<file path="src/rtl/riscv_ctrl_pkg.sv">
// Shared encodings for the multi-cycle RISC-V main control unit: states, opcodes,
// ALUOp and ALU source selects, plus the Moore control-word decode of each state.
package riscv_ctrl_pkg;

    typedef enum logic [3:0] {
        ST_FETCH,
        ST_DECODE,
        ST_EXEC_R,
        ST_WB_R,
        ST_MEM_ADDR,
        ST_MEM_RD,
        ST_MEM_WB,
        ST_MEM_WR,
        ST_BRANCH,
        ST_TRAP
    } state_t;

    localparam logic [6:0] OP_RTYPE  = 7'b0110011;
    localparam logic [6:0] OP_LOAD   = 7'b0000011;
    localparam logic [6:0] OP_STORE  = 7'b0100011;
    localparam logic [6:0] OP_BRANCH = 7'b1100011;

    localparam logic [1:0] ALUOP_ADD   = 2'b00;
    localparam logic [1:0] ALUOP_SUB   = 2'b01;
    localparam logic [1:0] ALUOP_FUNCT = 2'b10;

    localparam logic [1:0] SRCA_PC    = 2'b00;
    localparam logic [1:0] SRCA_OLDPC = 2'b01;
    localparam logic [1:0] SRCA_REG   = 2'b10;

    localparam logic [1:0] SRCB_REG  = 2'b00;
    localparam logic [1:0] SRCB_FOUR = 2'b01;
    localparam logic [1:0] SRCB_IMM  = 2'b10;

    typedef struct packed {
        logic       mem_read;
        logic       mem_write;
        logic       i_or_d;
        logic       reg_write;
        logic       mem_to_reg;
        logic       pc_source;
        logic       pc_write_cond;
        logic [1:0] alu_src_a;
        logic [1:0] alu_src_b;
        logic [1:0] alu_op;
    } ctrl_t;

    // The mem_ready-gated FETCH strobes (ir_write, pc_write) are not part of this word.
    function automatic ctrl_t ctrl_decode(input state_t s);
        ctrl_t c;
        c = '0;
        case (s)
            ST_FETCH: begin
                c.mem_read  = 1'b1;
                c.alu_src_a = SRCA_PC;
                c.alu_src_b = SRCB_FOUR;
                c.alu_op    = ALUOP_ADD;
            end
            ST_DECODE: begin
                c.alu_src_a = SRCA_OLDPC;
                c.alu_src_b = SRCB_IMM;
                c.alu_op    = ALUOP_ADD;
            end
            ST_EXEC_R: begin
                c.alu_src_a = SRCA_REG;
                c.alu_src_b = SRCB_REG;
                c.alu_op    = ALUOP_FUNCT;
            end
            ST_WB_R: begin
                c.reg_write = 1'b1;
            end
            ST_MEM_ADDR: begin
                c.alu_src_a = SRCA_REG;
                c.alu_src_b = SRCB_IMM;
                c.alu_op    = ALUOP_ADD;
            end
            ST_MEM_RD: begin
                c.mem_read = 1'b1;
                c.i_or_d   = 1'b1;
            end
            ST_MEM_WB: begin
                c.reg_write  = 1'b1;
                c.mem_to_reg = 1'b1;
            end
            ST_MEM_WR: begin
                c.mem_write = 1'b1;
                c.i_or_d    = 1'b1;
            end
            ST_BRANCH: begin
                c.alu_src_a     = SRCA_REG;
                c.alu_src_b     = SRCB_REG;
                c.alu_op        = ALUOP_SUB;
                c.pc_write_cond = 1'b1;
                c.pc_source     = 1'b1;
            end
            default: c = '0;
        endcase
        return c;
    endfunction

endpackage

</file>
<file path="src/rtl/main_control_fsm_if.sv">
// Bundle between the main control unit (master) and the datapath it steers (slave).
interface main_control_fsm_if #(
    parameter int CNT_W = 32
);
    logic [6:0]       opcode;
    logic             zero;
    logic             mem_ready;
    logic             pc_write;
    logic             pc_write_cond;
    logic             pc_source;
    logic             i_or_d;
    logic             mem_read;
    logic             mem_write;
    logic             ir_write;
    logic             reg_write;
    logic             mem_to_reg;
    logic [1:0]       alu_src_a;
    logic [1:0]       alu_src_b;
    logic [1:0]       alu_op;
    logic             illegal_instr;
    logic [CNT_W-1:0] instret;

    modport master (
        input  opcode, zero, mem_ready,
        output pc_write, pc_write_cond, pc_source, i_or_d, mem_read, mem_write,
               ir_write, reg_write, mem_to_reg, alu_src_a, alu_src_b, alu_op,
               illegal_instr, instret
    );

    modport slave (
        output opcode, zero, mem_ready,
        input  pc_write, pc_write_cond, pc_source, i_or_d, mem_read, mem_write,
               ir_write, reg_write, mem_to_reg, alu_src_a, alu_src_b, alu_op,
               illegal_instr, instret
    );
endinterface

</file>
<file path="src/rtl/main_control_fsm.sv">
// Multi-cycle RISC-V main control: FETCH/DECODE/EXECUTE/MEMORY/WRITEBACK sequencing
// for R-type, ld, sd and beq, with a sticky trap on anything else.
module main_control_fsm
    import riscv_ctrl_pkg::*;
#(
    parameter int CNT_W = 32
) (
    input  logic              clock,
    input  logic              reset,
    main_control_fsm_if.master bus
);

    state_t           state_reg;
    state_t           state_next;
    ctrl_t            ctrl_reg;
    logic             illegal_reg;
    logic [CNT_W-1:0] instret_reg;
    logic             retire;
    logic             fetch_ack;
    logic             unused_zero;

    // The branch decision (zero AND pc_write_cond) is made in the datapath.
    assign unused_zero = bus.zero;

    always_comb begin
        state_next = state_reg;
        retire     = 1'b0;
        case (state_reg)
            ST_FETCH: begin
                if (bus.mem_ready) state_next = ST_DECODE;
            end
            ST_DECODE: begin
                case (bus.opcode)
                    OP_RTYPE:          state_next = ST_EXEC_R;
                    OP_LOAD, OP_STORE: state_next = ST_MEM_ADDR;
                    OP_BRANCH:         state_next = ST_BRANCH;
                    default:           state_next = ST_TRAP;
                endcase
            end
            ST_EXEC_R: state_next = ST_WB_R;
            ST_WB_R: begin
                state_next = ST_FETCH;
                retire     = 1'b1;
            end
            ST_MEM_ADDR: begin
                if (bus.opcode == OP_LOAD)       state_next = ST_MEM_RD;
                else if (bus.opcode == OP_STORE) state_next = ST_MEM_WR;
                else                             state_next = ST_TRAP;
            end
            ST_MEM_RD: begin
                if (bus.mem_ready) state_next = ST_MEM_WB;
            end
            ST_MEM_WB: begin
                state_next = ST_FETCH;
                retire     = 1'b1;
            end
            ST_MEM_WR: begin
                if (bus.mem_ready) begin
                    state_next = ST_FETCH;
                    retire     = 1'b1;
                end
            end
            ST_BRANCH: begin
                state_next = ST_FETCH;
                retire     = 1'b1;
            end
            ST_TRAP: state_next = ST_TRAP;
            default: state_next = ST_FETCH;
        endcase
    end

    // Control word is registered from the next state, so it always matches state_reg.
    always_ff @(posedge clock) begin
        if (reset) begin
            state_reg   <= ST_FETCH;
            ctrl_reg    <= ctrl_decode(ST_FETCH);
            illegal_reg <= 1'b0;
            instret_reg <= '0;
        end else begin
            state_reg <= state_next;
            ctrl_reg  <= ctrl_decode(state_next);
            if (state_reg == ST_TRAP) illegal_reg <= 1'b1;
            if (retire) instret_reg <= instret_reg + CNT_W'(1);
        end
    end

    assign fetch_ack = (state_reg == ST_FETCH) && bus.mem_ready;

    assign bus.ir_write      = fetch_ack & ~reset;
    assign bus.pc_write      = fetch_ack & ~reset;
    assign bus.pc_write_cond = ctrl_reg.pc_write_cond & ~reset;
    assign bus.pc_source     = ctrl_reg.pc_source & ~reset;
    assign bus.i_or_d        = ctrl_reg.i_or_d & ~reset;
    assign bus.mem_read      = ctrl_reg.mem_read & ~reset;
    assign bus.mem_write     = ctrl_reg.mem_write & ~reset;
    assign bus.reg_write     = ctrl_reg.reg_write & ~reset;
    assign bus.mem_to_reg    = ctrl_reg.mem_to_reg & ~reset;
    assign bus.alu_src_a     = reset ? 2'b00 : ctrl_reg.alu_src_a;
    assign bus.alu_src_b     = reset ? 2'b00 : ctrl_reg.alu_src_b;
    assign bus.alu_op        = reset ? 2'b00 : ctrl_reg.alu_op;
    assign bus.illegal_instr = illegal_reg;
    assign bus.instret       = instret_reg;

endmodule

</file>
<file path="src/flat_wrapper.sv">
// flat-port wrapper written by rule: the top's interface ports become plain ports
module main_control_fsm_flat import riscv_ctrl_pkg::*;
#(
    parameter int CNT_W = 32
)
  (clock, reset, bus_opcode, bus_zero, bus_mem_ready, bus_pc_write, bus_pc_write_cond, bus_pc_source, bus_i_or_d, bus_mem_read, bus_mem_write, bus_ir_write, bus_reg_write, bus_mem_to_reg, bus_alu_src_a, bus_alu_src_b, bus_alu_op, bus_illegal_instr, bus_instret);
  main_control_fsm_if #(.CNT_W(CNT_W)) bus_i ();
  input  logic clock;
  input  logic reset;
  input wire logic [$bits(bus_i.opcode)-1:0] bus_opcode;
  input wire logic [$bits(bus_i.zero)-1:0] bus_zero;
  input wire logic [$bits(bus_i.mem_ready)-1:0] bus_mem_ready;
  output wire logic [$bits(bus_i.pc_write)-1:0] bus_pc_write;
  output wire logic [$bits(bus_i.pc_write_cond)-1:0] bus_pc_write_cond;
  output wire logic [$bits(bus_i.pc_source)-1:0] bus_pc_source;
  output wire logic [$bits(bus_i.i_or_d)-1:0] bus_i_or_d;
  output wire logic [$bits(bus_i.mem_read)-1:0] bus_mem_read;
  output wire logic [$bits(bus_i.mem_write)-1:0] bus_mem_write;
  output wire logic [$bits(bus_i.ir_write)-1:0] bus_ir_write;
  output wire logic [$bits(bus_i.reg_write)-1:0] bus_reg_write;
  output wire logic [$bits(bus_i.mem_to_reg)-1:0] bus_mem_to_reg;
  output wire logic [$bits(bus_i.alu_src_a)-1:0] bus_alu_src_a;
  output wire logic [$bits(bus_i.alu_src_b)-1:0] bus_alu_src_b;
  output wire logic [$bits(bus_i.alu_op)-1:0] bus_alu_op;
  output wire logic [$bits(bus_i.illegal_instr)-1:0] bus_illegal_instr;
  output wire logic [$bits(bus_i.instret)-1:0] bus_instret;
  assign bus_i.opcode = bus_opcode;
  assign bus_i.zero = bus_zero;
  assign bus_i.mem_ready = bus_mem_ready;
  assign bus_pc_write = bus_i.pc_write;
  assign bus_pc_write_cond = bus_i.pc_write_cond;
  assign bus_pc_source = bus_i.pc_source;
  assign bus_i_or_d = bus_i.i_or_d;
  assign bus_mem_read = bus_i.mem_read;
  assign bus_mem_write = bus_i.mem_write;
  assign bus_ir_write = bus_i.ir_write;
  assign bus_reg_write = bus_i.reg_write;
  assign bus_mem_to_reg = bus_i.mem_to_reg;
  assign bus_alu_src_a = bus_i.alu_src_a;
  assign bus_alu_src_b = bus_i.alu_src_b;
  assign bus_alu_op = bus_i.alu_op;
  assign bus_illegal_instr = bus_i.illegal_instr;
  assign bus_instret = bus_i.instret;
  main_control_fsm #(.CNT_W(CNT_W)) u_core (.clock(clock), .reset(reset), .bus(bus_i));
endmodule
</file>
<file path="config.mk">
export PLATFORM = sky130hd
export DESIGN_NAME = main_control_fsm_flat
export DESIGN_NICKNAME = d
export VERILOG_FILES = /design/src/rtl/riscv_ctrl_pkg.sv /design/src/rtl/main_control_fsm_if.sv /design/src/rtl/main_control_fsm.sv /design/src/flat_wrapper.sv
export SDC_FILE = /design/constraint.sdc
export NUM_CORES = 1
export LEC_CHECK = 0
export CORE_ASPECT_RATIO = 1.5
export CORE_UTILIZATION = 53
export CTS_CLUSTER_DIAMETER = 60
export DETAILED_ROUTE_END_ITERATION = 7
export PLACE_DENSITY_LB_ADDON = 0.25
export SLEW_MARGIN = 0
export SYNTH_ARGS = -nofsm -noshare
export SYNTH_HDL_FRONTEND = slang
export SYNTH_SLANG_ARGS = --single-unit
</file>
<file path="constraint.sdc">
create_clock -name clock -period 4.9 [get_ports clock]
set_clock_uncertainty 0.2 [all_clocks]
set_input_delay 0.98 -clock clock [delete_from_list [all_inputs] [get_ports clock]]
set_output_delay 0.98 -clock clock [all_outputs]
set_load 0.005 [all_outputs]
</file>
==> flow_summary_export.csv <==
group,metric,value,unit
timing,fin_setup_tns,0,ns
timing,tightest_slew,0.6192,ns
synthesis,synthMuxAreaShare,4.706,%
worst_setup_path,crit_fanout,4,
timing,max_slew_margin,58.38,%
pwr,p_leak,0.001097,uW
timing,fmax,260.0,MHz
synthesis,synth.distinct_cells,43,
run,cap_violations,0,
worst_setup_path,end_kind,"output pin",
timing,drv_slew,0,
cts,ctsHoldBuffers,0,
synthesis,synth.most_common_cell,"dfxtp_1",
placement,finalWeightedCongestion,0.8252,
timing,setup_violations,0,
route,num_vias,2035,
synthesis,synthAdderAreaFrac,0.9626,%
synthesis,yosysTopAreaCell,"dfxtp_1",
worst_setup_path,rrSetupSlack,2.42,ns
synthesis,yosysWarnings,0,
placement,dp.cells,358,
placement,port_buffers,57,
floorplanning,placementRows,29,
synthesis,syn_area_per_cell,8.730,sq um
worst_setup_path,cp_top_family,"buffers and inverters",
synthesis,syn_nets,280,
synthesis,yosys-top-cells-count,"dfxtp_1 (49), nor2_1 (41), nor2b_1 (21)",
route,wl,4842,microns
layout,antenna_cells,0,
layout,fin_util,70.70,%
run_status,status,"completed",
worst_setup_path,cp-start-kind,"input port",
global_route,grt_usage,21.27,%
layout,area_growth,28.29,%
synthesis,synth_flop_cell,"dfxtp_1",
synthesis,ys_seq_area_share,41.93,%
layout,fillers,354,
layout,final_cells,366,
route,dr.first_iter.drc_count,48,
layout,multi_input_area,0.001267,sq mm
cts,cts_tree,"built",
synthesis,synth-simple-area-share,32.67,%
route,antenna_left,0,
synthesis,synth_top_family_by_area,"simple AND/OR/NAND/NOR gates",
timing,fin_crit,3.847,ns
floorplanning,die_h,83.38,microns
cts,post-cts-setup-buffer-count,0,
global_route,grt_pass1_vias,1835,
cts,cts_repair_resize_count,0,
worst_setup_path,crit_required,3.72,ns
cts,numCtsBuffers,5,
global_route,grt_antenna_before_repair,0,
timing,fin_ws,1.053,ns
placement,dp_slack,1.048,ns
route,via_per_inst,5.560,
synthesis,synth_compound_area_share,6.471,%
timing,period_share,78.51,%
floorplanning,die_x,56.25,microns
synthesis,async_flop_share,0,%
layout,seq_area,980.9,sq um
synthesis,netlist_top_cells_area,"dfxtp_1 (42%), nor2_1 (6.6%), nor2b_1 (5.6%)",
floorplanning,start_util,55.11,%
floorplanning,io_pins,59,
synthesis,synth_area,0.002340,sq mm
floorplanning,die-area,0.004690,sq mm
cts,cts-root-buf,"clkbuf_8",
global_route,gr-total-overflow,0,
cts,clk_path_buf_depth,2,
route,post_drt_wl_per_cell,13.23,microns
synthesis,ys_seq_elements,49,
global_route,grt_pass1_wl,8128,microns
cts,htreeDepth,2,
cts,clk-insertion-delay-late,0.30,ns
worst_setup_path,cpMostUsedCell,"clkdlybuf4s50_1",
cts,cts.clk_slew.worst_paths,0.08,ns
cts,clock-sinks,49,
pwr,p_per_area,238.9,mW/mm^2
pwr,irDropWorstVdd,272.8,uV
route,drc,0,
placement,hpwl,3368,microns
route,dr.pass1.iters,4,
synthesis,synth_top_area_share,41.93,%
worst_setup_path,crit_slowest_cell,"clkdlybuf4s50_1",
timing,final_hold_viol_count,0,
floorplanning,core-area,0.004245,sq mm
worst_setup_path,timing_worst_setup_path_type,"in -> out",
worst_hold_path,worstHoldPathType,"reg -> reg",
worst_setup_path,cp_cell_sequence,"clkdlybuf4s50_1, inv_1, nor4b_1, clkdlybuf4s50_1",
global_route,grt_max_degree,35,
layout,layout.nets,331,
layout,drive_gt1_share,5.625,%
worst_setup_path,worstPathArrival,2.67,ns
timing,hold_slack,0.2875,ns
worst_setup_path,path_buf_inv,3,
synthesis,synth-xor-area-share,9.358,%
timing,rsz0062_at_grt,"false",
synthesis,syn_inst,268,
layout,largest_reg_flops,32,
synthesis,synth_edf_count,0,
worst_setup_path,slowest_delay,0.59,ns
[final timing paths]
path	startpoint	end	depth (start not counted)
worst max-delay path	bus_mem_ready	bus_ir_write	4
worst min-delay path	u_core.bus.illegal_instr	u_core.bus.illegal_instr	2
worst max register to register	u_core.state_reg[0]	u_core.bus.instret[28]	6
worst min register to register	u_core.bus.illegal_instr	u_core.bus.illegal_instr	2
[where the power goes]
group	internal (uW)	switching, uW
clock network	115	135
logic	27.9	30.7
registers	404	5.27
[cell families (layout without fill, tap and decap cells)]
| group | count (synthesis) | count (layout) |
|---|---|---|
| fa+ha+maj | 2 | 2 |
| xor+xnor | 25 | 25 |
| compound gates | 22 | 22 |
| buf+inv | 20 | 72 |
| simple gates | 140 | 140 |
| flops | 49 | 49 |
| mux | 10 | 10 |
[tightest hold or removal path, cell delays in order, from the launching register on]
cell and delay (ns):
dfxtp_1 0.34, a31oi_1 0.04, nor2_1 0.07
[cell type report]
| type | instances | share of cell area (%) |
|---|---|---|
| clock buffer | 6 | 2.751 |
| timing repair buffer | 59 | 19.34 |
| clock inverter | 2 | 0.4585 |
| tap | 46 | 1.917 |
| sequential | 49 | 32.68 |
| inverter | 5 | 0.6253 |
| multi-input combinational | 199 | 42.23 |
[routing by layer]
metal	GRT usage, %	vias to the layer above	part of all wire (%)
met5	0	-	0
met4	6.874	0	1.4
met3	4.361	7	4.9
met2	37.34	56	50
met1	25.52	943	44
li1	-	1029	-
[placed cells by master (no fill, tap or decap), drive strengths merged, types with 6 or more instances in the layout]
cell type      Yosys  layout
clkdlybuf4s50      0      56
xor2              10      10
dfxtp             49      49
mux2               8       8
nand4             13      13
nand2             12      12
a21oi              6       6
xnor2             15      15
and3              10      10
nor2              41      41
nor3               9       9
nand3              7       7
nor2b             23      23
clkbuf            10       6
[per-stage QoR]
step	cell area (sq um)	power [uW]
floorplan	2340	454.6
global placement	2905	475.4
detailed placement	2905	476.6
CTS	3002	721.0
global route	3002	748.9
finish	3002	717.2
(Power assumes the default switching activity.)
==> patch 1 (same flow settings) <==
The 10 states of `state_t` get a one-hot encoding in 10 bits.
--- a/src/rtl/riscv_ctrl_pkg.sv
+++ b/src/rtl/riscv_ctrl_pkg.sv
@@ -2,17 +2,17 @@
 // ALUOp and ALU source selects, plus the Moore control-word decode of each state.
 package riscv_ctrl_pkg;
 
-    typedef enum logic [3:0] {
-        ST_FETCH,
-        ST_DECODE,
-        ST_EXEC_R,
-        ST_WB_R,
-        ST_MEM_ADDR,
-        ST_MEM_RD,
-        ST_MEM_WB,
-        ST_MEM_WR,
-        ST_BRANCH,
-        ST_TRAP
+    typedef enum logic [9:0] {
+        ST_FETCH    = 10'b0000000001,
+        ST_DECODE   = 10'b0000000010,
+        ST_EXEC_R   = 10'b0000000100,
+        ST_WB_R     = 10'b0000001000,
+        ST_MEM_ADDR = 10'b0000010000,
+        ST_MEM_RD   = 10'b0000100000,
+        ST_MEM_WB   = 10'b0001000000,
+        ST_MEM_WR   = 10'b0010000000,
+        ST_BRANCH   = 10'b0100000000,
+        ST_TRAP     = 10'b1000000000
     } state_t;
 
     localparam logic [6:0] OP_RTYPE  = 7'b0110011;
Function: no difference found for any inputs over 10 cycles, from zero or initial values and one cycle with reset high; not proved beyond that.
==> patch 1 against the original RTL <==
- sequential power is 11% higher
- wire length grew 26%
- synthesized area is 19% higher
- sequential cell count up 6
- worst setup slack improved by 0.15 ns
- design area increased by 14%
- total power increased by 7.5%
- largest power group unchanged
==> patch 1: results (changes against the original RTL) <==
- Run status: completed
- Slew HR: 59.93% (+1.6 points)
- Seq pwr share: 58.9% (+1.9 points)
- Routability Congestion: 0.8563 (+3.8%)
- Met3 routed WL: 190 um (-19%)
- Largest cells by area after synthesis: dfxtp_1 39%, a2111oi_2 5.9%, nor2_1 4.4%, xnor2_1 4.4%, a21oi_1 3.9%
- Total wire length: 6094 um (+26%)
- Mean Syn Cell Area: 8.778 um2 (+0.55%)
- First-pass GRT wire length: 10230 um (+26%)
- Synth Area in Compound Gates: 19.14% (+13 points)
- HPWL Detailed: 4414 um (+31%)
- Met2 routed WL: 3431 um (+43%)
- Post-synthesis mux area share: 0.3586% (-4.3 points)
- Post-Synth XOR/XNOR Area: 5.648% (-3.7 points)
- Adder-cell share of the synthesized area: 0.4482% (-0.51 points)
- Slowest stage delay, CP: 0.65 ns (+0.06 ns)
- Syn nets: 330 (+18%)
- M1 WL: 2365 um (+11%)
- Vias/cell: 5.853 (+5.3%)
- Cell leakage power: 0.001074 uW (-2.1%)
- Critical path peak fanout: 8 (+4)
- DP Cell Count: 421 (+18%)
- DR vias: 2511 (+23%)
- Layout Nets: 372 (+12%)
- Overall Global Routing Usage: 23.74% (+2.5 points)
- Cell variety after synth: 50 (+16%)
- CP arrival: 2.52 ns (-0.15 ns)
- Top post-synthesis cells by count: 55 x dfxtp_1, 33 x nor2_1, 22 x a21oi_1, 18 x nand2_1
patch 1: changes by cell type in the layout (fill, tap and decap cells not counted), moves of 6 or more:
| cell | change |
|---|---|
| or3_1 | +14 |
| nor2_1 | -8 |
| xor2_1 | -6 |
| a2111oi_2 | +11 |
| and3_1 | -7 |
| o21ai_1 | +15 |
| a21oi_1 | +16 |
| nand2_1 | +6 |
| nor2b_1 | -7 |
| nand4_1 | -8 |
| dfxtp_1 | +6 |
patch 1: metrics by stage:
step           setup slack (ns)  instance area, um2  total power (uW)
5_1_grt                   1.137                3423             802.9
3_5_place_dp              1.225                3323             511.9
3_3_place_gp              1.238                3323             511.5
4_1_cts                   1.206                3423             776.6
6_report                  1.205                3423             771.3
2_1_floorplan             1.950                2791             495.9
patch 1: final cells by class:
type,instances,area (um2),share of cell area (%)
clock buffers,8,100.1,2.924
inverters,8,30.03,0.8772
multi-input cells,230,1519,44.37
flip-flops and latches,55,1101,32.16
well taps,68,85.08,2.485
repair buffers,60,588.1,17.18
patch 1: path summary, 6_finish.rpt:
path	from	endpoint	slack, ns	cells past startpoint
worst max-delay path	bus_mem_ready	bus_ir_write	1.20	4
worst min-delay path	u_core.bus.illegal_instr$_SDFFE_PP0N_	u_core.bus.illegal_instr$_SDFFE_PP0N_	0.26	2
worst max register to register	u_core.state_reg[0]$_SDFF_PP1_	u_core.bus.instret[20]$_SDFFE_PP0P_	2.44	5
worst min register to register	u_core.bus.illegal_instr$_SDFFE_PP0N_	u_core.bus.illegal_instr$_SDFFE_PP0N_	0.26	2
patch 1: logic make-up after synthesis:
group	Yosys count
and+or+nand+nor	142
AOI/OAI and AO/OA	68
muxes	1
xor gates and xnor gates	18
buffers and inverters	33
DFF	55
adders and majority gates	1
==> patch 2 (same flow settings) <==
Without the edit above. `CNT_W` is set to 32 in 3 places; all go to 64.
--- a/src/rtl/main_control_fsm_if.sv
+++ b/src/rtl/main_control_fsm_if.sv
@@ -1,6 +1,6 @@
 // Bundle between the main control unit (master) and the datapath it steers (slave).
 interface main_control_fsm_if #(
-    parameter int CNT_W = 32
+    parameter int CNT_W = 64
 );
     logic [6:0]       opcode;
     logic             zero;
--- a/src/rtl/main_control_fsm.sv
+++ b/src/rtl/main_control_fsm.sv
@@ -3,7 +3,7 @@
 module main_control_fsm
     import riscv_ctrl_pkg::*;
 #(
-    parameter int CNT_W = 32
+    parameter int CNT_W = 64
 ) (
     input  logic              clock,
     input  logic              reset,
--- a/src/flat_wrapper.sv
+++ b/src/flat_wrapper.sv
@@ -1,7 +1,7 @@
 // flat-port wrapper written by rule: the top's interface ports become plain ports
 module main_control_fsm_flat import riscv_ctrl_pkg::*;
 #(
-    parameter int CNT_W = 32
+    parameter int CNT_W = 64
 )
   (clock, reset, bus_opcode, bus_zero, bus_mem_ready, bus_pc_write, bus_pc_write_cond, bus_pc_source, bus_i_or_d, bus_mem_read, bus_mem_write, bus_ir_write, bus_reg_write, bus_mem_to_reg, bus_alu_src_a, bus_alu_src_b, bus_alu_op, bus_illegal_instr, bus_instret);
   main_control_fsm_if #(.CNT_W(CNT_W)) bus_i ();
Interface: changed (resized bus_instret); port bits go from 59 to 91. No check against the original RTL was run, so the function may have changed too.
==> patch 2 against the original RTL <==
- worst setup slack improved by 0.15 ns
- maximum frequency increased by 4.1%
- via count increased by 110%
- utilization decreased by 0.24 points
- total power increased by 93%
- synthesized area increased by 83%
- die area increased by 80%
- non-clock buffer count increased by 35
- design area increased by 81%
- sequential cell count increased by 32
- sequential share of layout area decreased by 2.8 points
- wire length increased by 120%
- critical path type unchanged
- highest routed layer unchanged
==> patch 2: results (changes against the original RTL) <==
- Slowest stage delay, CP: 0.56 ns (-0.03 ns)
- # port buffers: 89 (+56%)
- Worst r2r path cells: 5 (-1)
- # resized after CTS: 0 (unchanged)
- Routability Congestion: 0.8568 (+3.8%)
- Syn nets: 519 (+85%)
- Max FFs per register: 64 (+100%)
- Psw: 292.5 uW (+71%)
- Flip-flop and latch count: 81 (+65%)
- Root Buffer: clkbuf_16
- Overall Global Routing Usage: 27.04% (+5.8 points)
- CP arrival: 2.52 ns (-0.15 ns)
- FF-to-FF Start: u_core.state_reg[2]$_SDFF_PP0_
- Met2 routed WL: 5627 um (+130%)
- WL per Instance: 15.80 um (+19%)
- Largest net degree at the start of global routing: 52 (+49%)
- Vias/cell: 6.258 (+13%)
- VDD IR max: 0.0002423 V (-11%)
- Final hold slack: 0.2838 ns (-0.003643 ns)
- Area occupied by multi-input gates: 2447 um2 (+93%)
- Critical Path Start: reset
- M1 WL: 4307 um (+100%)
- First-pass GRT wire length: 18170 um (+120%)
- Multi-input logic cell count: 385 (+93%)
- Filler instances: 651 (+84%)
- Seq/Total Area, Yosys: 37.89% (-4.0 points)
- Vias in the first global route: 4087 (+120%)
- TritonCTS buffer count: 9 (+4)
- Crit path max-delay family: buffers and inverters
- Min cycle time layout: 3.697 ns (-0.1503 ns)
- Post-Synth XOR/XNOR Area: 1.637% (-7.7 points)
- Clk tree area frac: 5.412% (+2.2 points)
- Sequential share of cell area: 29.85% (-2.8 points)
- Met3 routed WL: 599 um (+150%)
- Grt met2 use: 46.13% (+8.8 points)
- Top post-synthesis cells by count: 81 x dfxtp_1, 59 x a21oi_1, 33 x or4_1, 31 x o31ai_1, 28 x nand3_1
- Layout Nets: 588 (+78%)
- Share of cells above drive strength 1: 8.090% (+2.5 points)
- Clock Pin Slew Worst Setup and Hold Paths: 0.06 ns (-0.02 ns)
- 1st-iter DRT viols: 209 (+340%)
- # H-tree levels: 3 (+1)
- Initial antenna violation count: 0 (unchanged)
- Cell leakage power: 0.001667 uW (+52%)
- Slew @ Worst Pin: 0.9125 ns (+0.2934 ns)
- Clk_buf instances: 14 (+8)
- Non-clock buffers: 94 (+59%)
- Cell variety after synth: 59 (+37%)
- Critical path peak fanout: 51 (+47)
- Buffering overhead: 17.00% (-2.3 points)
- Met3 usage: 4.309% (-0.053 points)
- Largest cells by area after synthesis: dfxtp_1 38%, a21oi_1 6.9%, or4_1 5.8%, o31ai_1 5.4%, nand3_1 3.3%
- Adder-cell share of the synthesized area: 0.2924% (-0.67 points)
- Reg2reg end: u_core.bus.instret[55]$_SDFFE_PP0P_
- Seq power: 672 uW (+64%)
- Global Route met1 Usage: 31.50% (+6.0 points)
- Worst skew pair latency: 0.33 ns (+0.03 ns)
- Run status: completed
[patch 2: changes by cell type in the layout (fill, tap and decap cells not counted), moves of 11 or more]
| cell | change |
|---|---|
| dfxtp_1 | +32 |
| o21ai_0 | +18 |
| nor2_1 | -16 |
| or4_1 | +32 |
| a21oi_1 | +53 |
| o31ai_1 | +31 |
| nand3_1 | +21 |
| nand2_1 | +11 |
| or3_1 | +17 |
| xnor2_1 | -11 |
| clkdlybuf4s50_1 | +32 |
[patch 2: metrics by stage]
| stage | util (%) | instances | cell area (um2) | power, uW |
|---|---|---|---|---|
| after global placement | 66.65 | 667 | 5139 | 748.4 |
| final | 70.46 | 683 | 5433 | 1384 |
| after floorplan | - | 507 | 4279 | 725.9 |
| after detailed placement | 66.65 | 667 | 5139 | 750.6 |
| after global routing | 70.46 | 683 | 5433 | 1432 |
| after CTS | 70.46 | 683 | 5433 | 1398 |
